[config.mk]
export PLATFORM = sky130hd
export DESIGN_NAME = hilo_muldiv_unit
export DESIGN_NICKNAME = d
export VERILOG_FILES = /design/src/rtl/hilo_muldiv_unit_pkg.sv /design/src/rtl/hilo_muldiv_unit_muldiv_step.sv /design/src/rtl/hilo_muldiv_unit.sv
export SDC_FILE = /design/constraint.sdc
export NUM_CORES = 1
export LEC_CHECK = 0
export BUFFER_PORTS_ARGS = -buffer_cell sky130_fd_sc_hd__buf_2
export CORE_AREA = 2 2 172 174
export DETAILED_ROUTE_END_ITERATION = 8
export DIE_AREA = 0 0 174 176
export PLACE_DENSITY = 0.81
export SLEW_MARGIN = 10
export SYNTH_ARGS = -nofsm -noshare
export SYNTH_HDL_FRONTEND = slang
export SYNTH_SLANG_ARGS = --single-unit
[constraint.sdc]
create_clock -name Clk -period 10.1 [get_ports Clk]
set_input_delay 2.02 -clock Clk [delete_from_list [all_inputs] [get_ports Clk]]
set_output_delay 2.02 -clock Clk [all_outputs]
set_load 0.01 [all_outputs]
[src/rtl/hilo_muldiv_unit_pkg.sv]
// Shared definitions for the HI/LO multiply/divide unit: opcodes, FSM states,
// default width and the divide-by-zero quotient.
package hilo_muldiv_unit_pkg;

  localparam int WIDTH_DEF = 32;
  localparam logic [WIDTH_DEF-1:0] DIVZERO_Q = 32'hFFFF_FFFF;

  typedef enum logic [2:0] {
    OP_MULT  = 3'd0,
    OP_MULTU = 3'd1,
    OP_DIV   = 3'd2,
    OP_DIVU  = 3'd3,
    OP_MTHI  = 3'd4,
    OP_MTLO  = 3'd5
  } op_e;

  typedef enum logic [1:0] {
    ST_IDLE = 2'd0,
    ST_ITER = 2'd1,
    ST_FIX  = 2'd2
  } state_e;

  function automatic logic op_is_muldiv(input logic [2:0] op);
    return (op[2] == 1'b0);
  endfunction

  function automatic logic op_is_signed(input logic [2:0] op);
    return (op == OP_MULT) || (op == OP_DIV);
  endfunction

  function automatic logic op_is_mul(input logic [2:0] op);
    return (op == OP_MULT) || (op == OP_MULTU);
  endfunction

endpackage

[src/rtl/hilo_muldiv_unit_muldiv_step.sv]
// One radix-2 iteration: shift-add multiply or restoring divide on a
// double-width accumulator ({hi_part, lo_part}).
module hilo_muldiv_unit_muldiv_step #(
  parameter int WIDTH = 32
) (
  input  logic                 is_mul,
  input  logic [2*WIDTH-1:0]   acc_in,
  input  logic [WIDTH-1:0]     opnd,
  output logic [2*WIDTH-1:0]   acc_out
);

  logic [WIDTH:0]   add_sum_s;
  logic [WIDTH:0]   rem_sh_s;
  logic [WIDTH-1:0] trial_s;
  logic             fits_s;

  // Multiply: add multiplicand on LSB then shift right; divide: shift left and trial-subtract.
  always_comb begin
    add_sum_s = {1'b0, acc_in[2*WIDTH-1:WIDTH]} + {1'b0, ({WIDTH{acc_in[0]}} & opnd)};
    rem_sh_s  = acc_in[2*WIDTH-1:WIDTH-1];
    // Remainder stays below the divisor, so the difference fits in WIDTH bits when taken.
    trial_s   = rem_sh_s[WIDTH-1:0] - opnd;
    fits_s    = (rem_sh_s >= {1'b0, opnd});
    acc_out   = acc_in;
    if (is_mul) begin
      acc_out = {add_sum_s, acc_in[WIDTH-1:1]};
    end else if (fits_s) begin
      acc_out = {trial_s, acc_in[WIDTH-2:0], 1'b1};
    end else begin
      acc_out = {rem_sh_s[WIDTH-1:0], acc_in[WIDTH-2:0], 1'b0};
    end
  end

endmodule

[src/rtl/hilo_muldiv_unit.sv]
// Iterative multiply/divide unit owning HI/LO; stalls the front end while a
// result is pending and serves MFHI/MFLO through a combinational read port.
module hilo_muldiv_unit
  import hilo_muldiv_unit_pkg::*;
#(
  parameter int WIDTH = WIDTH_DEF,
  parameter int ITER  = WIDTH
) (
  input  logic             Clk,
  input  logic             Rst,
  input  logic             Start,
  input  logic [2:0]       Op,
  input  logic [WIDTH-1:0] A,
  input  logic [WIDTH-1:0] B,
  input  logic             RdHi,
  input  logic             RdLo,
  output logic [WIDTH-1:0] RdData,
  output logic             Busy,
  output logic             Done,
  output logic             DivByZero,
  output logic             Stall,
  output logic [WIDTH-1:0] HiOut,
  output logic [WIDTH-1:0] LoOut
);

  localparam int CNT_W = $clog2(ITER);

  state_e             state_r, state_nxt_s;
  logic               load_s, step_s, fix_s, mthi_s, mtlo_s;
  logic [CNT_W-1:0]   count_r;
  logic [2*WIDTH-1:0] acc_r, acc_nxt_s, prod_s;
  logic [WIDTH-1:0]   opnd_r, a_raw_r, hi_r, lo_r;
  logic               is_mul_r, div_zero_r, neg_res_r, neg_rem_r;
  logic               busy_r, done_r, dbz_r;
  logic               a_neg_s, b_neg_s;
  logic [WIDTH-1:0]   a_mag_s, b_mag_s, quot_s, rem_s, hi_fix_s, lo_fix_s;

  hilo_muldiv_unit_muldiv_step #(.WIDTH(WIDTH)) u_step (
    .is_mul  (is_mul_r),
    .acc_in  (acc_r),
    .opnd    (opnd_r),
    .acc_out (acc_nxt_s)
  );

  // FSM state register.
  always_ff @(posedge Clk or posedge Rst) begin
    if (Rst) begin
      state_r <= ST_IDLE;
    end else begin
      state_r <= state_nxt_s;
    end
  end

  // Next state and per-cycle control strobes.
  always_comb begin
    state_nxt_s = state_r;
    load_s      = 1'b0;
    step_s      = 1'b0;
    fix_s       = 1'b0;
    mthi_s      = 1'b0;
    mtlo_s      = 1'b0;
    case (state_r)
      ST_IDLE: begin
        if (Start) begin
          case (Op)
            OP_MULT, OP_MULTU, OP_DIV, OP_DIVU: begin
              load_s      = 1'b1;
              state_nxt_s = ST_ITER;
            end
            OP_MTHI: mthi_s = 1'b1;
            OP_MTLO: mtlo_s = 1'b1;
            default: state_nxt_s = ST_IDLE;
          endcase
        end else begin
          state_nxt_s = ST_IDLE;
        end
      end
      ST_ITER: begin
        step_s = 1'b1;
        if (count_r == CNT_W'(ITER - 1)) begin
          state_nxt_s = ST_FIX;
        end else begin
          state_nxt_s = ST_ITER;
        end
      end
      ST_FIX: begin
        fix_s       = 1'b1;
        state_nxt_s = ST_IDLE;
      end
      default: state_nxt_s = ST_IDLE;
    endcase
  end

  // Operand magnitudes; the iteration runs unsigned and signs are restored at FIX.
  always_comb begin
    a_neg_s = op_is_signed(Op) & A[WIDTH-1];
    b_neg_s = op_is_signed(Op) & B[WIDTH-1];
    a_mag_s = a_neg_s ? -A : A;
    b_mag_s = b_neg_s ? -B : B;
  end

  // Iteration datapath: load at accept, one step per cycle in ITER.
  always_ff @(posedge Clk or posedge Rst) begin
    if (Rst) begin
      count_r    <= '0;
      acc_r      <= '0;
      opnd_r     <= '0;
      a_raw_r    <= '0;
      is_mul_r   <= 1'b0;
      div_zero_r <= 1'b0;
      neg_res_r  <= 1'b0;
      neg_rem_r  <= 1'b0;
    end else if (load_s) begin
      count_r    <= '0;
      a_raw_r    <= A;
      is_mul_r   <= op_is_mul(Op);
      div_zero_r <= (B == {WIDTH{1'b0}});
      neg_res_r  <= a_neg_s ^ b_neg_s;
      neg_rem_r  <= a_neg_s;
      if (op_is_mul(Op)) begin
        acc_r  <= {{WIDTH{1'b0}}, b_mag_s};
        opnd_r <= a_mag_s;
      end else begin
        acc_r  <= {{WIDTH{1'b0}}, a_mag_s};
        opnd_r <= b_mag_s;
      end
    end else if (step_s) begin
      acc_r   <= acc_nxt_s;
      count_r <= count_r + CNT_W'(1);
    end else begin
      acc_r   <= acc_r;
      count_r <= count_r;
    end
  end

  // Sign correction and divide-by-zero override of the final accumulator.
  always_comb begin
    prod_s   = neg_res_r ? -acc_r : acc_r;
    quot_s   = acc_r[WIDTH-1:0];
    rem_s    = acc_r[2*WIDTH-1:WIDTH];
    hi_fix_s = '0;
    lo_fix_s = '0;
    if (is_mul_r) begin
      hi_fix_s = prod_s[2*WIDTH-1:WIDTH];
      lo_fix_s = prod_s[WIDTH-1:0];
    end else if (div_zero_r) begin
      hi_fix_s = a_raw_r;
      lo_fix_s = WIDTH'(DIVZERO_Q);
    end else begin
      hi_fix_s = neg_rem_r ? -rem_s : rem_s;
      lo_fix_s = neg_res_r ? -quot_s : quot_s;
    end
  end

  // HI/LO architectural registers and status flags.
  always_ff @(posedge Clk or posedge Rst) begin
    if (Rst) begin
      hi_r   <= '0;
      lo_r   <= '0;
      busy_r <= 1'b0;
      done_r <= 1'b0;
      dbz_r  <= 1'b0;
    end else begin
      busy_r <= (state_nxt_s != ST_IDLE);
      done_r <= fix_s;
      dbz_r  <= fix_s & ~is_mul_r & div_zero_r;
      if (fix_s) begin
        hi_r <= hi_fix_s;
        lo_r <= lo_fix_s;
      end else if (mthi_s) begin
        hi_r <= A;
      end else if (mtlo_s) begin
        lo_r <= A;
      end else begin
        hi_r <= hi_r;
      end
    end
  end

  // Read port: HI has priority over LO.
  always_comb begin
    if (RdHi) begin
      RdData = hi_r;
    end else if (RdLo) begin
      RdData = lo_r;
    end else begin
      RdData = '0;
    end
  end

  assign Stall     = busy_r & (Start | RdHi | RdLo);
  assign Busy      = busy_r;
  assign Done      = done_r;
  assign DivByZero = dbz_r;
  assign HiOut     = hi_r;
  assign LoOut     = lo_r;

endmodule

* Word-level counts from Yosys, hierarchy flattened
Cells that the tools add are included.
Word-level totals: logic and storage cells 93, bits in registers 206
Cells by class: multiplexer cells 39, equal/unequal tests 9, add/subtract/negate cells 8, $lt $le $gt $ge 1, bitwise gates (word level) 10, reduce and logical (&&, ||, !) cells 12
Operators with widths (count):
- 32-bit 2-to-1 mux | 17
- 64-bit 2-to-1 mux | 5
- 32-bit negator | 4
- 64-bit negator | 1
- 32-bit by 32-bit adder with 33-bit output | 1
- 33-bit by 32-bit greater-or-equal comparator with 1-bit output | 1
- 32-bit AND | 1
- 32-bit zero test | 1
- 32-bit subtractor | 1
- 1-bit 2-to-1 mux | 11
- 5-bit 2-to-1 mux | 2
- 2-bit case mux with 2 select lines | 2
- 2-bit nonzero test | 4
- 3-bit by 2-bit equality test with 1-bit output (second input constant) | 2
- 3-bit equality test (second input constant) | 2
- 5-bit by 1-bit adder with 5-bit output (second input constant) | 1
- 1-bit AND | 5
- 5-bit equality test (second input constant) | 1
- 2-bit 2-to-1 mux | 2
- 4-bit OR reduction | 1
- 3-bit by 1-bit equality test with 1-bit output (second input constant) | 1
- 3-bit zero test | 1
- 2-bit by 1-bit equality test with 1-bit output (second input constant) | 1
- 2-bit equality test (second input constant) | 1
- other kinds (8) | 10

* Logic depth before layout (Yosys ltp)
Gate-level depths: netlist (run 1).
depth in word-level cells 7, mapped depth 15

* Cells and area by module
From an unflattened synthesis (run 1), not the netlist that was laid out.
Second synthesis, totals: cell total of the unflattened synthesis 2457, area, all modules 18594.1 sq um
Modules (own cells, without submodules):
- hilo_muldiv_unit | instances 1, cells an instance 1775, area an instance 13849.5 sq um
- hilo_muldiv_unit_muldiv_step | instances 1, cells an instance 682, area an instance 4744.6 sq um

* Worst setup path after synthesis (run 1)
OpenSTA, ideal clock, no wires.
path type in2out, from input RdLo, to output RdData[10], data arrival time 2822 ps, buffers on the path 2, setup slack 5258 ps, data required time 8080 ps, cell stages on the path 4, cell sequence clkbuf_1 > clkbuf_1 > nand2_1 > o21ai_0
Between the ends: longest elaborated chain between the ends 2
RTL lines:
- from (decl) | RTL line hilo_muldiv_unit.sv:16 | input logic RdLo,
- 32-bit 2-to-1 mux | RTL line hilo_muldiv_unit.sv:184 | end else if (RdLo) begin
- 32-bit 2-to-1 mux | RTL line hilo_muldiv_unit.sv:182 | if (RdHi) begin
- to (decl) | RTL line hilo_muldiv_unit.sv:17 | output logic [WIDTH-1:0] RdData,
No other way between the ends.

* Worst setup path after layout (run 1)
from input RdHi, to output RdData[2]
Between the ends: longest elaborated chain between the ends 1
RTL lines:
- from (decl) | RTL line hilo_muldiv_unit.sv:15 | input logic RdHi,
- 32-bit 2-to-1 mux | RTL line hilo_muldiv_unit.sv:182
No other way between the ends.

==> results.cfg, run 1 <==
[clock_tree]
cts_tree = yes
h-tree-depth = 1
ctsHoldBuffers = 0
clk_pin_slew_ps = 60
cts-root-buf = clkbuf_16
clock_path_buffers = 3
cts_sinks = 206
insertion_delay_ps = 560
ctsResizeCount = 0
cts_buffers = 25
cts_setup_buffers = 0

[yosys]
ys_seq_area_share_pct = 29.7
yosysMostFrequentCell = nand2_1
synth_top_cell_area_share_pct = 29.7
avgSynthCellArea_um2 = 7.53
ys_ff_latch = 206
yosys_most_used_dff = dfrtp_1
syn-num-nets = 2452
ys_async_sr_fraction_pct = 100
netlist_instances = 2308
netlist_area_um2 = 17400
synth_top_area_cell = dfrtp_1
synthTopCellsByCount = 399 x nand2_1, 251 x o21ai_0, 206 x dfrtp_1
synth_area_leaders = dfrtp_1 30%, nand2_1 8.6%, o21ai_0 7.2%
synth_warnings = 0
synth_cell_types = 75
synth_edf_count = 0

[global_routing]
antenna_found_initial = 2
grt_pass1_wl_um = 103000
gr-total-overflow = 0
grt_pass1_vias = 16987
grt.total_usage_pct = 43.8
grt_max_degree = 84

[pwr]
p_leak_nw = 8.27
ir_drop_uv = 282
cellPowerDensity_nw_per_um2 = 385

[route]
postRouteAntennaNets = 0
drcViolationCount = 0
wirelength_um = 68000
vias_per_cell = 6.78
dr.first_iter.drc_count = 2315
wl_per_cell_um = 24.7
dr_total_vias = 18646
drt-pass1-iter-count = 6

[worst_setup_path]
worst_path_dominant_cell_family = buffers and inverters
path_cells = buf_2 -> o21ai_0 -> buf_2
ff2ff_path_depth = 11
path_buf_inv = 2
path_common_cell = buf_2
crit_path_start_kind = input pin
cp.required_ps = 8080
critPathMaxStageDelay_ps = 710
r2r_setup_slack_ps = 5630
setup.worst_path.end_class = output pin
cp_max_fo = 65
slowest_stage = buf_2
crit_cells = 3
crit_arrival_ps = 3190
critical_path_class = input pin to output pin

[placed_design]
dp_hpwl_um = 50200
dpl.cell_count = 2708
gp_congestion = 1.04
io_buffers = 171

[cells_and_area]
instances_no_fill = 2751
area_growth_pct = 9.47
nNetsFinal = 2495
drive_above_1_share_pct = 11.2
fillCellCount = 2574

[floorplan]
row_count = 62
core_um2 = 28500
num_io_pins = 172
die_w_um = 174
start_util_pct = 60.9
die_area_um2 = 30600
die_h_um = 176

[sta]
hold_viol = 0
tightest_slew_ps = 1060
slew_violations = 0
fin_crit_ps = 5210
period_share_pct = 51.6
fmax_mhz = 192
relSlewSlack_pct = 27.3
rsz0062_at_grt = false
skew_ps = 22.0
setup_viol = 0
final.setup.tns_ps = 0

[worst_hold_path]
min_path_type = flip-flop to flip-flop
hold_path_depth = 2

[run_status]
status = finished clean

[run]
drv_cap = 0
[cell usage in the layout (no fill, tap or decap), types with 17 or more instances in the layout]
master and count:
nand3_1 34, dfrtp_1 205, nor2_1 181, buf_2 171, o31ai_1 31, nor3_1 35, ha_1 70, nand4_1 20
inv_1 64, a21oi_1 178, o21ai_0 251, nand2_1 399, xor2_1 84, buf_4 21, o22ai_1 51, a221oi_1 17
o211ai_1 47, a21o_1 32, xnor2_1 98, mux2i_1 65, nand2b_1 17, or3_1 19, clkbuf_16 25, a31oi_1 20
[per-stage QoR]
stage	hold slack, ps	area, um2	util [%]	total power [mW]	setup slack (ps)
after CTS	474	19000	66.6	7.16	4930
after floorplan	440	17400	-	4.94	2460
final	469	19000	66.6	7.32	4890
after global routing	490	19000	66.6	7.80	4710
after global placement	454	18200	63.9	6.17	4980
after detailed placement	459	18200	63.9	6.26	4930
[logic make-up (layout without fill, tap and decap cells)]
group / Yosys count / after routing / share of synthesized area [%]
compound gates: 741 / 741 / 26.2
xor+xnor: 182 / 182 / 9.17
fa+ha+maj: 72 / 72 / 5.27
buf+inv: 243 / 300 / 5.42
flops: 206 / 206 / 29.7
mux: 71 / 71 / 4.13
other cells: 0 / 2 / 0
simple gates: 793 / 793 / 20.1
[worst min-delay path: stages (launching register included)]
cell and delay, ps:
dfrtp_1 330, nand2_1 50, nand2_1 60
[cell type report]
type | instances | area, um2 | area share, %
diodes | 2 | 5.00 | 0.0263
clock buffers | 36 | 737 | 3.87
clock inverters | 5 | 47.5 | 0.250
inverters | 67 | 259 | 1.36
multi-input cells | 1859 | 11300 | 59.5
flip-flops and latches | 206 | 5160 | 27.1
well taps | 384 | 480 | 2.53
repair buffers | 192 | 1010 | 5.33
[where the power goes]
group / leakage [nW] / switching, mW / internal, mW / total [mW]
sequential: 2.49 / 0.705 / 1.24 / 1.94
combinational: 5.40 / 2.69 / 1.80 / 4.49
clock: 0.377 / 0.380 / 0.504 / 0.884
total: 8.27 / 3.78 / 3.54 / 7.32
[registers in the layout, summed over array words and instances (netlist names)]
signal / cells
acc_r: 64
HiOut: 32
LoOut: 32
a_raw_r: 32
opnd_r: 32
count_r: 5
state_r: 2
Busy: 1
DivByZero: 1
Done: 1
div_zero_r: 1
is_mul_r: 1
neg_rem_r: 1
neg_res_r: 1
[metal layers]
metal	track usage (%)	part of all wire [%]	up-vias
li1	-	-	8306
met3	9.17	12	221
met2	65.2	42	1336
met5	0	0	-
met1	58.7	38	8783
met4	26.7	7.2	0
[worst paths after layout]
kind	from	end
max in group asynchronous	Rst	Busy
max	RdHi	RdData[2]
min reg2reg	a_raw_r[21]	a_raw_r[21]
max reg2reg	acc_r[39]	acc_r[45]
min	a_raw_r[21]	a_raw_r[21]
min in group asynchronous	Rst	HiOut[6]
Power figures use the tool's default switching activity.
==> run 2: changes to the inputs <==
CORE_AREA = 2 2 181 183   (was 2 2 172 174)
DIE_AREA = 0 0 183 185   (was 0 0 174 176)
PLACE_DENSITY = 0.77   (was 0.81)
clock period = 4.5 ns   (was 10.1 ns; I/O delays follow)
==> run 2 against run 1 <==
  * Final area up 2.2%
  * Non-clock buffer count up 36
  * Total power up 130%
  * Via count about the same
  * Cell count up 2.3%
  * Core utilization down 6.0 points
  * Setup slack worse by 4200 ps
  * Sequential share of layout area down 0.58 points
  * Die area up 11%
  * Routed wire length up 4.3%
  * Critical path depth up 10
==> results.cfg, run 2 (synthesized netlist as in run 1, its figures left out) <==
[pwr]
finalPower_mw = 16.9
p_leak_nw = 8.49
ir_drop_uv = 437
cellPowerDensity_nw_per_um2 = 872

[worst_setup_path]
crit_path_start_kind = flip-flop
critical_path_class = flip-flop to flip-flop
r2r_setup_slack_ps = 700
cp.required_ps = 4950
setup.worst_path.end_class = flip-flop
cp_max_fo = 8
ff2ff_path_depth = 13
crit_arrival_ps = 4250
r2r-end = acc_r[59]
rr_startpoint = acc_r[0]

[clock_tree]
cts_setup_buffers = 0
cts_sinks = 206
cts_buffers = 24
cts_tree = yes
clk_pin_slew_ps = 70
ctsResizeCount = 0
h-tree-depth = 1
cts-root-buf = clkbuf_16
ctsHoldBuffers = 0
insertion_delay_ps = 560
clock_path_buffers = 3

[route]
postRouteAntennaNets = 0
drcViolationCount = 0
vias_per_cell = 6.62
dr_total_vias = 18639
wirelength_um = 70900
drt-pass1-iter-count = 6
wl_per_cell_um = 25.2
dr.first_iter.drc_count = 2356

[global_routing]
grt.total_usage_pct = 41.7
grt_pass1_vias = 17090
grt_max_degree = 125
gr-total-overflow = 0
grt_pass1_wl_um = 107000
antenna_found_initial = 8

[run_status]
status = finished clean

[floorplan]
die_area_um2 = 33900
die_h_um = 185
die_w_um = 183
core_um2 = 32000
row_count = 66
num_io_pins = 172
start_util_pct = 54.2

[cells_and_area]
multi_input_area_um2 = 11300
final_common_cell = nand2_1
final_cell_area_um2 = 19400
top_register = acc_r
fillCellCount = 2896
largest_register_ff_count = 64
area_growth_pct = 11.9
layout_common_cells = 399 x nand2_1, 251 x o21ai_0, 205 x dfrtp_1
nNetsFinal = 2530
register_area_um2 = 5160
drive_above_1_share_pct = 12.7

[placed_design]
dp_hpwl_um = 53200
place_area_um2 = 18600
gp_congestion = 0.968
place_ws_ps = 631
io_buffers = 171

[sta]
skew_ps = 33.4
tightest_slew_ps = 1090
rsz0062_at_grt = false
hold_viol = 0
final.setup.tns_ps = 0
fin_crit_ps = 3800
relSlewSlack_pct = 27.0
fmax_mhz = 263
setup_viol = 0
period_share_pct = 84.4
slew_violations = 0
fin_ws_ps = 701

[worst_hold_path]
min_from = a_raw_r[6]
min_path_type = flip-flop to flip-flop
hold_path_depth = 2
holdPathEnd = a_raw_r[6]

[run]
drv_cap = 0
==> run 2: cell types whose count changed in the layout (fill, tap and decap cells not counted), moves of 2 or more <==
cell       before  now
buf_4          21   54
bufinv_16       0    5
clkbuf_8        7    3
buf_12          0    3
clkinv_4        0    3
diode_2         2    4
==> run 2: per-layer routing <==
layer	up-vias	wire length, um	global-route usage, %	part of all wire [%]
met1	8797	28000	53.8	39
li1	8353	-	-	-
met5	-	56	0	0.079
met2	1201	29400	61.8	41
met3	280	7930	11.3	11
met4	8	5620	26.7	7.9
==> run 2: final cells by class <==
cell class,count,area share (%)
inverter,67,1.31
clock buffer,30,3.36
timing repair buffer,228,6.80
sequential,206,26.5
clock inverter,12,1.08
tap,408,2.63
multi-input combinational,1859,58.2
antenna,4,0.0515
==> run 2: metrics by stage <==
step / utilization [%] / instances / hold slack (ps)
2_1_floorplan: - / 2308 / 440
3_3_place_gp: 57.9 / 2768 / 452
3_5_place_dp: 57.9 / 2768 / 457
4_1_cts: 60.6 / 2810 / 473
5_1_grt: 60.6 / 2810 / 505
6_report: 60.7 / 2814 / 471
==> run 2: critical path: stages, from the launching register on <==
cell and delay (ps):
dfrtp_1 450, inv_1 250, nor2_1 90, ha_1 330
nor2b_1 170, o31a_1 260, o311a_1 410, o21ai_0 420
a21oi_1 240, a221o_1 370, a21oi_1 230, xor2_1 160
o21ai_0 90, a211o_1 250
==> run 2: report_power, final <==
part           switching, mW  internal, mW
registers               1.19          2.78
logic                   6.54          4.23
clock network          0.872          1.32
total                   8.61          8.33
==> run 2: worst max-delay path by stage <==
stage	to	slack [ps]	from	cells past startpoint
6_report	acc_r[59]	700	acc_r[0]	13
5_1_grt	acc_r[59]	470	acc_r[0]	14
4_1_cts	acc_r[59]	730	acc_r[0]	14
3_5_place_dp	opnd_r[29]	630	A[12]	10
3_3_place_gp	acc_r[31]	680	A[12]	11
2_1_floorplan	Busy	930	Rst	1
==> run 3: changes to the inputs <==
ABC_AREA = 1   (was not set)
CORE_AREA = 2 2 198 200   (was 2 2 181 183)
DIE_AREA = 0 0 200 202   (was 0 0 183 185)
clock period = 3.1 ns   (was 4.5 ns; I/O delays follow)
==> run 3 against run 2 <==
  * Critical path depth shrank 1
  * Critical endpoint is now acc_r[62]
  * Die area is 19% higher
  * Combinational power up 97%
==> results.cfg, run 3 <==
[worst_hold_path]
min_path_type = input pin to async pin

[clock_tree]
ctsHoldBuffers = 0
cts_buffers = 27
cts-root-buf = clkbuf_16
cts_sinks = 206
h-tree-depth = 1
clock_path_buffers = 3
clk_pin_slew_ps = 60
insertion_delay_ps = 580
cts_tree = yes

[sta]
tightest_slew_ps = 1080
slew_violations = 0
relSlewSlack_pct = 28.1
period_share_pct = 94.8
fin_ws_ps = 161
rsz0062_at_grt = false
hold_viol = 0
setup_viol = 0
fmax_mhz = 340
whs_ps = 169
fin_crit_ps = 2940
skew_ps = 9.85
final.setup.tns_ps = 0

[worst_setup_path]
crit_arrival_ps = 3400
setup.worst_path.end_class = flip-flop
slowest_stage = dfrtp_1
cp_max_fo = 17
crit_path_start_kind = flip-flop
cp.required_ps = 3560
path_cells = ha_1 -> nand2_2 -> nor2_2 -> nand3_1 -> nand3_2 -> nand2_2 -> nand2_4 -> nand2_4 -> nand2_4 -> nand3_1 -> nand3_1 -> nand2_1
critical_path_class = flip-flop to flip-flop
critPathMaxStageDelay_ps = 530

[placed_design]
io_buffers = 171
place_ws_ps = 208
gp_congestion = 1.18
dp_hpwl_um = 82300

[route]
vias_per_cell = 5.99
drcViolationCount = 0
wl_per_cell_um = 23.1
dr_total_vias = 26450
wirelength_um = 102000
dr.first_iter.drc_count = 3845
drt-pass1-iter-count = 7
postRouteAntennaNets = 0

[global_routing]
gr-total-overflow = 0
grt.total_usage_pct = 50.2
grt_max_degree = 124
antenna_found_initial = 6
grt_pass1_vias = 23935
grt_pass1_wl_um = 150000

[yosys]
synth_compound_area_share_pct = 14.0
netlist_instances = 3699
synthTopCellsByCount = 1274 x nand2_1, 598 x inv_1, 392 x nor2_1
ys_ff_latch = 206
synthXorXnorAreaFrac_pct = 2.70
yosysMostFrequentCell = nand2_1
netlist_area_um2 = 21100
synth_top_area_cell = dfrtp_1
avgSynthCellArea_um2 = 5.70
synth_simple_gate_area_share_pct = 41.1
yosys_most_used_dff = dfrtp_1
yosys.area_share.adder_pct = 4.34
synth_edf_count = 0
ys_seq_area_share_pct = 24.4
synth_cell_types = 53
ys_async_sr_fraction_pct = 100
synth_area_leaders = dfrtp_1 24%, nand2_1 23%, inv_1 11%
synth_top_family_by_area = simple AND/OR/NAND/NOR gates
synth_top_cell_area_share_pct = 24.4
syn-num-nets = 3843
synth_warnings = 0
muxShareOfSynthArea_pct = 0

[pwr]
p_leak_nw = 12.8
ir_drop_uv = 651
p_comb_share_pct = 70.7
sw_frac_of_total_pct = 57.9
cellInternalPower_mw = 12.7
switching_power_mw = 17.5
seqPwrFrac_pct = 18.0
p_clk_share_pct = 11.3
cellPowerDensity_nw_per_um2 = 1260

[cells_and_area]
top_register = acc_r
area_growth_pct = 13.5
final_common_cell = nand2_1
nNetsFinal = 4022
register_area_um2 = 5160
layout_common_cells = 1274 x nand2_1, 596 x inv_1, 387 x nor2_1
drive_above_1_share_pct = 9.98
utilization_pct = 62.6
largest_register_ff_count = 64
multi_input_area_um2 = 13100
fillCellCount = 3892

[floorplan]
start_util_pct = 55.1
die_h_um = 202
core_um2 = 38300
num_io_pins = 172
die_w_um = 200
row_count = 72
die_area_um2 = 40400

[run_status]
status = finished clean

[run]
drv_cap = 0
run 3: power groups by stage:
stage	registers (mW)	clock network [mW]	logic (mW)
finish	5.44	3.41	21.3
detailed placement	5.36	0	20.2
global placement	5.33	0	20.2
floorplan	5.02	0	13.3
global route	5.50	3.49	23.1
CTS	5.33	3.37	20.3
run 3: worst paths after layout:
kind | slack [ps] | endpoint | start | cells after the start
min | 170 | HiOut[15] | Rst | 2
max in group asynchronous | 2170 | acc_r[14] | Rst | 3
max | 160 | acc_r[62] | acc_r[39] | 12
min in group Clk | 350 | opnd_r[31] | B[31] | 3
max reg2reg | 160 | acc_r[62] | acc_r[39] | 12
min reg2reg | 490 | a_raw_r[26] | a_raw_r[26] | 2
run 3: kinds of logic after synthesis:
family	after synthesis
adder cells (fa/ha/maj)	72
AND/OR/NAND/NOR	2104
XOR/XNOR	65
buffers and inverters	740
AO/OA/AOI/OAI	512
flip-flops	206
run 3: routing by layer:
metal	wire length (um)	GRT usage [%]
met4	8500	34.0
met1	37800	65.2
met2	40100	69.3
met5	53	0
met3	15400	17.9
run 3: final cells by class:
| type | instances | area share [%] |
|---|---|---|
| timing repair buffer | 281 | 7.44 |
| clock buffer | 35 | 3.07 |
| inverter | 609 | 9.56 |
| antenna | 1 | 0.0104 |
| sequential | 206 | 21.5 |
| tap | 518 | 2.71 |
| clock inverter | 14 | 0.810 |
| multi-input combinational | 2753 | 54.9 |
run 3: critical path, delay by kind of cell (launching register included):
family | cells | cell delay, ps
DFF | 1 | 530
adders and majority gates | 1 | 470
and+or+nand+nor | 11 | 1810
run 3: metrics by stage:
step | power, mW | area (um2) | instances
floorplan | 18.4 | 21100 | 3699
global placement | 25.5 | 23000 | 4365
detailed placement | 25.5 | 23000 | 4365
CTS | 29.0 | 23900 | 4414
global route | 32.1 | 24000 | 4416
finish | 30.2 | 24000 | 4417
run 3: timing repair:
action                                  CTS  global route
buffers inserted                          0             2
resized for setup                         0             1
endpoints found under the setup margin    0            23
